## src/rtl/rr_arb_defs.sv

```systemverilog
// Shared constants and state encoding for the 8-way round-robin arbiter.
// Feature macro RR_ARB_FIXED_PRIO_EN is consumed by rr_mux8_arbiter.
package rr_arb_defs;

    localparam int unsigned N_REQ = 8;
    localparam int unsigned SEL_W = 3;
    localparam int unsigned DAT_W = 2;

    typedef enum logic {
        ST_IDLE = 1'b0,
        ST_FULL = 1'b1
    } state_t;

endpackage

```

## src/rtl/mux8x1.sv

```systemverilog
// 8:1 selector for 2-bit payloads packed 2 bits per input.
// Input k occupies bits [2k+1:2k] of i_data.
module mux8x1 (
    input  logic [15:0] i_data,
    input  logic [2:0]  i_sel,
    output logic [1:0]  o_y
);

    assign o_y = i_data[{i_sel, 1'b0} +: 2];

endmodule

```

## src/rtl/rr_pick8.sv

```systemverilog
// Rotate-priority encoder: first set request at or above the pointer,
// wrapping from 7 back to 0.
module rr_pick8
    import rr_arb_defs::*;
(
    input  logic [N_REQ-1:0] i_req,
    input  logic [SEL_W-1:0] i_ptr,
    output logic [SEL_W-1:0] o_idx,
    output logic             o_any
);

    logic             w_found;
    logic [SEL_W-1:0] w_k;

    always_comb begin
        o_idx   = '0;
        o_any   = |i_req;
        w_found = 1'b0;
        w_k     = '0;
        for (int i = 0; i < N_REQ; i++) begin
            // 3-bit add wraps the search past requester 7
            w_k = i_ptr + SEL_W'(i);
            if (!w_found && i_req[w_k]) begin
                o_idx   = w_k;
                w_found = 1'b1;
            end
        end
    end

endmodule

```

## src/rtl/rr_mux8_arbiter.sv

```systemverilog
// Round-robin arbiter sharing one registered valid/ready output among 8.
// Define RR_ARB_FIXED_PRIO_EN for fixed priority (requester 0 highest).
module rr_mux8_arbiter #(
    parameter int unsigned PTR_INIT = 0,
    parameter int unsigned DAT_W    = 2
) (
    input  logic               iClk,
    input  logic               iRst,
    input  logic [7:0]         iReq,
    input  logic [8*DAT_W-1:0] iData,
    output logic [7:0]         oGnt,
    output logic               oValid,
    output logic [DAT_W-1:0]   oX,
    output logic [2:0]         oSel,
    input  logic               iReady
);

    import rr_arb_defs::*;

`ifdef RR_ARB_FIXED_PRIO_EN
    localparam logic [SEL_W-1:0] PTR_RST = '0;
`else
    localparam logic [SEL_W-1:0] PTR_RST = SEL_W'(PTR_INIT);
`endif

    state_t           r_state;
    state_t           w_state_nxt;
    logic [SEL_W-1:0] r_ptr;
    logic [SEL_W-1:0] w_ptr_nxt;
    logic [SEL_W-1:0] r_sel;
    logic [SEL_W-1:0] w_sel_nxt;
    logic [SEL_W-1:0] w_idx;
    logic [DAT_W-1:0] r_x;
    logic [DAT_W-1:0] w_x_nxt;
    logic [DAT_W-1:0] w_mux;
    logic             w_any;
    logic             w_arb_en;
    logic             w_fire;

    rr_pick8 u_pick (
        .i_req (iReq),
        .i_ptr (r_ptr),
        .o_idx (w_idx),
        .o_any (w_any)
    );

    mux8x1 u_mux (
        .i_data (iData),
        .i_sel  (w_idx),
        .o_y    (w_mux)
    );

    assign w_arb_en = (r_state == ST_IDLE) | (iReady & oValid);
    // Reset suppresses the grant so no requester believes it was consumed
    assign w_fire   = w_arb_en & w_any & ~iRst;
    assign oGnt     = w_fire ? (8'b1 << w_idx) : 8'b0;

    assign oValid = (r_state == ST_FULL);
    assign oX     = r_x;
    assign oSel   = r_sel;

    always_comb begin
        w_state_nxt = r_state;
        w_ptr_nxt   = r_ptr;
        w_sel_nxt   = r_sel;
        w_x_nxt     = r_x;
        if (w_arb_en) begin
            if (w_any) begin
                w_state_nxt = ST_FULL;
                w_sel_nxt   = w_idx;
                w_x_nxt     = w_mux;
`ifndef RR_ARB_FIXED_PRIO_EN
                w_ptr_nxt   = SEL_W'(w_idx + 3'd1);
`endif
            end else begin
                w_state_nxt = ST_IDLE;
            end
        end
    end

    always_ff @(posedge iClk) begin
        if (iRst) begin
            r_state <= ST_IDLE;
            r_ptr   <= PTR_RST;
            r_sel   <= '0;
            r_x     <= '0;
        end else begin
            r_state <= w_state_nxt;
            r_ptr   <= w_ptr_nxt;
            r_sel   <= w_sel_nxt;
            r_x     <= w_x_nxt;
        end
    end

endmodule

```

## config.mk

```make
export PLATFORM = sky130hd
export DESIGN_NAME = rr_mux8_arbiter
export DESIGN_NICKNAME = d
export VERILOG_FILES = /design/src/rtl/rr_arb_defs.sv /design/src/rtl/mux8x1.sv /design/src/rtl/rr_pick8.sv /design/src/rtl/rr_mux8_arbiter.sv
export SDC_FILE = /design/constraint.sdc
export NUM_CORES = 1
export LEC_CHECK = 0
export ABC_AREA = 1
export BUFFER_PORTS_ARGS = -buffer_cell sky130_fd_sc_hd__clkbuf_2
export CAP_MARGIN = 5
export CORE_ASPECT_RATIO = 0.75
export CORE_UTILIZATION = 57
export DETAILED_ROUTE_END_ITERATION = 8
export HOLD_SLACK_MARGIN = 0.12
export PLACE_DENSITY = 0.85
export SLEW_MARGIN = 20
export SYNTH_ARGS = -nofsm -noshare
export SYNTH_HDL_FRONTEND = slang
export SYNTH_SLANG_ARGS = --single-unit
```

## constraint.sdc

```tcl
create_clock -name iClk -period 5 [get_ports iClk]
set_clock_uncertainty 0.15 [all_clocks]
set_input_delay 0.75 -clock iClk [delete_from_list [all_inputs] [get_ports iClk]]
set_output_delay 0.75 -clock iClk [all_outputs]
set_load 0.01 [all_outputs]
```

==> load_flow_metrics.sql, run 1 <==
INSERT INTO impl_metrics (metric_group, metric, value, unit) VALUES
('logic_synthesis', 'post_synth_most_frequent_cells', '76 x nand2_1, 45 x nand3_1, 32 x inv_1, 19 x nor2_1, 10 x inv_2', ''),
('detailed_routing', 'drt_iter0_drc', '156', ''),
('detailed_routing', 'routed-via-count', '1756', ''),
('logic_synthesis', 'sequential_fraction_of_the_synthesis_area', '0.119', ''),
('floorplan', 'die_width', '61.5', 'µm'),
('logic_synthesis', 'synth-edff-count', '0', ''),
('logic_synthesis', 'syn-cell-area', '0.00152', 'mm²'),
('timing', 'maxSlewViolCount', '0', ''),
('detailed_routing', 'drt_pass1_iterations', '4', ''),
('logic_synthesis', 'synth_async_sr_flop_share', '0', ''),
('critical_path', 'timing.reg2reg.setup_slack', '1.53', 'ns'),
('timing', 'hold_slack_final', '0.335', 'ns'),
('grt', 'via_count_of_the_first_global_routing_pass', '1359', ''),
('logic_synthesis', 'syn-num-nets', '287', ''),
('finish', 'post_route_cells_drive_above_1_share', '0.282', ''),
('placed_design', 'detailed_place_hpwl', '3260', 'µm'),
('finish', 'antenna_cells_inserted', '0', ''),
('critical_path', 'critPathKind', 'reg -> out', ''),
('finish', 'fillCellCount', '225', ''),
('clocking', 'cts_max_level', '1', ''),
('floorplan', 'design.die.area', '0.00287', 'mm²'),
('detailed_routing', 'avgRoutedWirePerCell', '11.6', 'µm'),
('min_path', 'hold-path-endpoint', 'oSel[2]', ''),
('finish', 'synthToLayoutAreaGrowth', '16.0', '%'),
('floorplan', 'core_area', '0.00240', 'mm²'),
('timing', 'period_minus_slack', '4.34', 'ns'),
('logic_synthesis', 'post_synth_xor_area_fraction', '0.0479', ''),
('power', 'power.static_leakage', '0.00102', 'µW'),
('floorplan', 'fp.dieH', '46.7', 'µm'),
('clocking', 'worst_skew_pair.late_latency', '0.25', 'ns'),
('floorplan', 'row_count', '15', ''),
('detailed_routing', 'postRouteAntennaNets', '0', ''),
('placed_design', 'dpl_worst_slack', '0.963', 'ns'),
('clocking', 'cts_tree', 'built', ''),
('logic_synthesis', 'yosys_warnings', '0', ''),
('floorplan', 'floorplan.io_pins', '41', ''),
('logic_synthesis', 'dominantRegCellSynth', 'dfxtp_1', ''),
('logic_synthesis', 'yosys.area_share.simple', '0.610', ''),
('detailed_routing', 'remaining_drc_errors', '0', ''),
('grt', 'grt_antenna_before_repair', '0', ''),
('timing', 'setup_violations', '0', ''),
('job', 'drv_cap', '0', ''),
('critical_path', 'required', '4.10', 'ns'),
('critical_path', 'crit-reg2reg-capture', 'r_ptr[2]', ''),
('detailed_routing', 'routed_vias_inst', '5.29', ''),
('critical_path', 'worstReg2RegStart', 'r_ptr[1]', ''),
('logic_synthesis', 'syn_inst', '257', ''),
('timing', 'worst_slack', '0.663', 'ns'),
('placed_design', 'io_buffer_count', '40', ''),
('placed_design', 'gp_congestion', '0.962', ''),
('logic_synthesis', 'post-synth-top-area-fraction', '0.188', ''),
('logic_synthesis', 'largest_family_of_logic_cells_by_synthesized_area', 'simple AND/OR/NAND/NOR gates', ''),
('grt', 'grt_usage', '0.289', ''),
('grt', 'global_route_wire_length_before_repair', '6080', 'µm'),
('clocking', 'ctsLongestPathBuffers', '2', ''),
('logic_synthesis', 'synth.largest_area_cell', 'nand2_1', ''),
('logic_synthesis', 'synth.most_common_cell', 'nand2_1', ''),
('timing', 'timing.fmax', '0.231', 'GHz'),
('placed_design', 'dpl_cell_area', '0.00173', 'mm²'),
('critical_path', 'setup.worst_path.start_class', 'flip-flop', ''),
('timing', 'hold_viol', '0', ''),
('logic_synthesis', 'netlist_top_cells_area', 'nand2_1 19%, nand3_1 15%, dfxtp_1 12%', ''),
('floorplan', 'initial_utilization', '0.631', ''),
('status', 'outcome', 'completed', ''),
('clocking', 'cts.sinks', '9', ''),
('clocking', 'tritoncts.num_buffers', '3', ''),
('logic_synthesis', 'yosys-mux-area-fraction', '0', ''),
('logic_synthesis', 'synth_compound_area_frac', '0.0718', ''),
('logic_synthesis', 'post_synth.cell_area_avg', '5.90', 'µm²'),
('critical_path', 'timing.critical_path.fanout_max', '11', ''),
('critical_path', 'cp_data_arrival_time', '3.44', 'ns');
[metrics by stage]
stage	utilization	total power (µW)	std cells
2_1_floorplan	-	1140	257
3_3_place_gp	0.721	1370	328
3_5_place_dp	0.721	1390	328
4_1_cts	0.732	1450	332
5_1_grt	0.732	1610	332
6_report	0.732	1460	332
[how the worst max path moves through the flow]
stage | cells after the start | start | end | slack [ns]
floorplan | 16 | r_ptr[0] | oGnt[7] | 1.49
global placement | 16 | r_ptr[1] | oGnt[7] | 1.06
detailed placement | 16 | r_ptr[1] | oGnt[7] | 0.96
CTS | 16 | r_ptr[1] | oGnt[7] | 0.68
global route | 16 | r_ptr[1] | oGnt[7] | 0.40
finish | 16 | r_ptr[1] | oGnt[7] | 0.66
[placed cells by master, fill, tap and decap left out]
master	count
nand2_4	1
and3_1	1
a31oi_4	1
nand3_2	8
xor2_4	2
nand2_1	76
o21ai_0	2
a21oi_1	4
nor2_2	5
nand3_1	45
nand3b_1	2
ha_1	3
nand4_1	6
xnor2_1	1
inv_1	32
nor2_1	19
clkbuf_2	40
nor2_4	2
nand4_4	2
nand2_2	6
buf_4	1
nor3_1	3
a31oi_1	1
inv_2	10
o21ai_2	1
xor2_1	1
clkbuf_1	1
dfxtp_1	9
o211ai_1	3
nand3_4	1
nor4_1	1
o21ai_1	4
clkbuf_4	3
nor2_8	1
[critical path, cell delays in order (launching register included)]
cell	delay (ns)
dfxtp_1	0.67
inv_2	0.16
ha_1	0.42
inv_2	0.16
nand3_2	0.13
nand3_1	0.12
nand2_2	0.10
nor2_8	0.15
nand4_4	0.13
nor2_4	0.16
nand4_4	0.17
nand3_4	0.19
inv_2	0.08
nor2_1	0.11
ha_1	0.15
and3_1	0.15
clkbuf_2	0.13
[area by class of cell]
cell class / instances / area (µm²) / area share
well taps: 34 / 42.5 / 0.0242
clock buffers: 4 / 26.3 / 0.0149
inverters: 42 / 158 / 0.0897
multi-input cells: 202 / 1140 / 0.651
repair buffers: 41 / 208 / 0.118
flip-flops and latches: 9 / 180 / 0.102
[state kept, by name, summed over array words and instances, names as in the netlist]
name,flops
r_ptr,3
oX,2
oValid,1
oSel,3
[report_power, final]
group          total, µW  internal (µW)  leakage, µW  switching, µW
clock               52.1           30.5    0.0000150           21.6
sequential           137           99.6    0.0000747           37.6
combinational       1270            407     0.000931            865
[metal layers]
metal | vias to the layer above | part of all wire | global-route usage
li1 | 916 | - | -
met1 | 746 | 0.50 | 0.469
met2 | 92 | 0.41 | 0.415
met3 | 2 | 0.090 | 0.00843
met4 | 0 | 0.0036 | 0.0533
met5 | - | 0 | 0
[cell families after synthesis]
family          count (synthesis)
compound gates                 16
xor+xnor                        4
fa+ha+maj                       3
buf+inv                        46
flops                           9
simple gates                  179
(Power assumes the default switching activity.)
==> inputs of run 2 (changes only) <==
CORE_ASPECT_RATIO = 2   (was 0.75)
PLACE_DENSITY = 0.84   (was 0.85)
==> run 2 against run 1 <==
Fmax shrank 1.1%; clock-buffer cell count unchanged; clock power increased by 62%; final cell count is 2.1% lower; combinational power barely moved; critical path depth is the same; non-clock buffer count is 1 lower; sequential share of layout area is essentially flat; largest power group unchanged; highest routed layer unchanged.
==> load_flow_metrics.sql, run 2 (synthesis results as in run 1) <==
INSERT INTO impl_metrics (metric_group, metric, value, unit) VALUES
('placed_design', 'detailed_place_hpwl', '3410', 'µm'),
('critical_path', 'rr_worst_depth', '16', ''),
('floorplan', 'floorplan.io_pins', '41', ''),
('grt', 'gr-total-overflow', '0', ''),
('finish', 'synthToLayoutAreaGrowth', '16.3', '%'),
('critical_path', 'setup.worst_path.start_class', 'flip-flop', ''),
('timing', 'period_minus_slack', '4.38', 'ns'),
('timing', 'timing.final.crit_share', '0.877', ''),
('floorplan', 'fp.dieH', '74.9', 'µm'),
('clocking', 'cts.sinks', '9', ''),
('clocking', 'reg_clk_slew_reported_paths', '0.04', 'ns'),
('finish', 'layout.cell_area.non_filler', '0.00176', 'mm²'),
('clocking', 'ctsLongestPathBuffers', '2', ''),
('clocking', 'root_buffer', 'clkbuf_8', ''),
('power', 'p_per_area', '845', 'mW/mm²'),
('finish', 'final_net_count', '328', ''),
('critical_path', 'startpoint', 'r_ptr[0]', ''),
('timing', 'worst_pin_slew', '0.650', 'ns'),
('detailed_routing', 'finalWirelength', '4090', 'µm'),
('detailed_routing', 'drt_iter0_drc', '42', ''),
('status', 'outcome', 'completed', ''),
('finish', 'mostFrequentLayoutCells', '76 x nand2_1, 45 x nand3_1, 40 x clkbuf_2, 32 x inv_1, 19 x nor2_1', ''),
('placed_design', 'io_buffer_count', '40', ''),
('clocking', 'tritoncts.num_buffers', '3', ''),
('critical_path', 'cp_num_cells', '16', ''),
('critical_path', 'required', '4.10', 'ns'),
('critical_path', 'crit-reg2reg-capture', 'r_ptr[2]', ''),
('timing', 'grt_setup_unrepaired', 'false', ''),
('critical_path', 'timing.reg2reg.setup_slack', '1.43', 'ns'),
('detailed_routing', 'routed-via-count', '1785', ''),
('floorplan', 'die_width', '38.5', 'µm'),
('critical_path', 'critPathSlowestCell', 'dfxtp_1', ''),
('grt', 'grt_usage', '0.313', ''),
('timing', 'timing.fmax', '0.228', 'GHz'),
('finish', 'commonest_non_fill_non_tap_cell_in_the_layout', 'nand2_1', ''),
('critical_path', 'cp_capture_type', 'output port', ''),
('critical_path', 'worst_path_most_repeated_cell', 'inv_2', ''),
('placed_design', 'dpl_cell_area', '0.00172', 'mm²'),
('detailed_routing', 'routed_vias_inst', '5.49', ''),
('critical_path', 'critical-path-max-stage-delay', '0.62', 'ns'),
('grt', 'grt_start_max_net_pins', '17', ''),
('timing', 'finalSetupTns', '0', 'ns'),
('grt', 'grt_antenna_before_repair', '0', ''),
('clocking', 'cts_tree', 'built', ''),
('clocking', 'post_cts_resized', '0', ''),
('timing', 'worst_slew_margin', '0.566', ''),
('detailed_routing', 'drt_pass1_iterations', '4', ''),
('clocking', 'worst_skew_pair.late_latency', '0.23', 'ns'),
('timing', 'hold_viol', '0', ''),
('floorplan', 'initial_utilization', '0.597', ''),
('finish', 'post_route_cells_drive_above_1_share', '0.279', ''),
('critical_path', 'worstReg2RegStart', 'r_ptr[0]', ''),
('critical_path', 'cp_data_arrival_time', '3.48', 'ns'),
('grt', 'via_count_of_the_first_global_routing_pass', '1598', ''),
('power', 'power.static_leakage', '0.00102', 'µW'),
('finish', 'antenna_cells_inserted', '0', ''),
('clocking', 'cts_setup_buffers', '0', ''),
('floorplan', 'row_count', '26', ''),
('placed_design', 'gp_congestion', '0.903', ''),
('timing', 'setup_violations', '0', ''),
('timing', 'maxSlewViolCount', '0', ''),
('detailed_routing', 'postRouteAntennaNets', '0', ''),
('floorplan', 'core_area', '0.00254', 'mm²'),
('detailed_routing', 'remaining_drc_errors', '0', ''),
('job', 'drv_cap', '0', ''),
('clocking', 'cts_max_level', '1', ''),
('power', 'irDropWorstVdd', '483', 'µV'),
('critical_path', 'critical_path.n_buffers_inverters', '4', ''),
('floorplan', 'design.die.area', '0.00288', 'mm²'),
('detailed_routing', 'avgRoutedWirePerCell', '12.6', 'µm'),
('min_path', 'hold_path.class', 'reg -> reg', ''),
('grt', 'global_route_wire_length_before_repair', '6560', 'µm'),
('critical_path', 'crit_chain', 'inv_2, ha_1, inv_2, nand3_2, nand3_1, nand2_2, nor2_8, nand4_4, nor2_4, nand4_4, nand3_4, inv_2, nor2_1, ha_1, and3_1, clkbuf_2', ''),
('critical_path', 'timing.critical_path.fanout_max', '16', ''),
('critical_path', 'critPathKind', 'reg -> out', ''),
('critical_path', 'crit_end', 'oGnt[7]', ''),
('critical_path', 'critical-path-top-delay-family', 'simple AND/OR/NAND/NOR gates', ''),
('clocking', 'postCtsHoldBufs', '0', '');
## run 2: cell types whose count changed in the layout (fill, tap and decap cells not counted), sizes merged
cell  before  now
buf        1    0
## run 2: worst register-to-register path: cells and delay by family (launching register included)
family	cells	cell delay [ns]
buffers and inverters	3	0.51
AND/OR/NAND/NOR	9	1.24
flip-flops	1	0.62
AO/OA/AOI/OAI	2	0.25
adder cells (fa/ha/maj)	2	0.70
## run 2: power breakdown
part / total, µW / switching (µW) / internal (µW)
Clock: 84.3 / 28.8 / 55.5
Combinational: 1250 / 851 / 404
Sequential: 150 / 49.9 / 99.8
Total: 1490 / 929 / 560
## run 2: area by class of cell
type                       instances  area [µm²]
clock buffer                       4        45.0
fill                             247         776
inverter                          42         158
multi-input combinational        202        1140
sequential                         9         180
tap                               28        35.0
timing repair buffer              40         200
## run 2: routing by layer
layer	vias up	track usage	routed length (µm)
met2	44	0.644	2440
met3	11	0.0324	119
met5	-	0	0
met4	0	0.130	118
li1	912	-	-
met1	818	0.280	1420
## run 2: worst min-delay path by stage
stage               slack (ns)  cells after the start      end  startpoint
global placement          0.31                      2  oSel[2]     oSel[2]
CTS                       0.33                      2   oValid      oValid
floorplan                 0.34                      2   oValid      oValid
detailed placement        0.31                      2  oSel[2]     oSel[2]
global route              0.36                      2   oValid      oValid
finish                    0.33                      2   oValid      oValid
## run 2: metrics by stage
step / cells / hold slack (ns) / worst slack (ns) / utilization / total power [µW]
2_1_floorplan: 257 / 0.343 / 1.49 / - / 1140
3_3_place_gp: 321 / 0.308 / 0.951 / 0.677 / 1390
3_5_place_dp: 321 / 0.313 / 0.895 / 0.677 / 1390
4_1_cts: 325 / 0.329 / 0.634 / 0.694 / 1490
5_1_grt: 325 / 0.356 / 0.283 / 0.694 / 1650
6_report: 325 / 0.326 / 0.616 / 0.694 / 1490
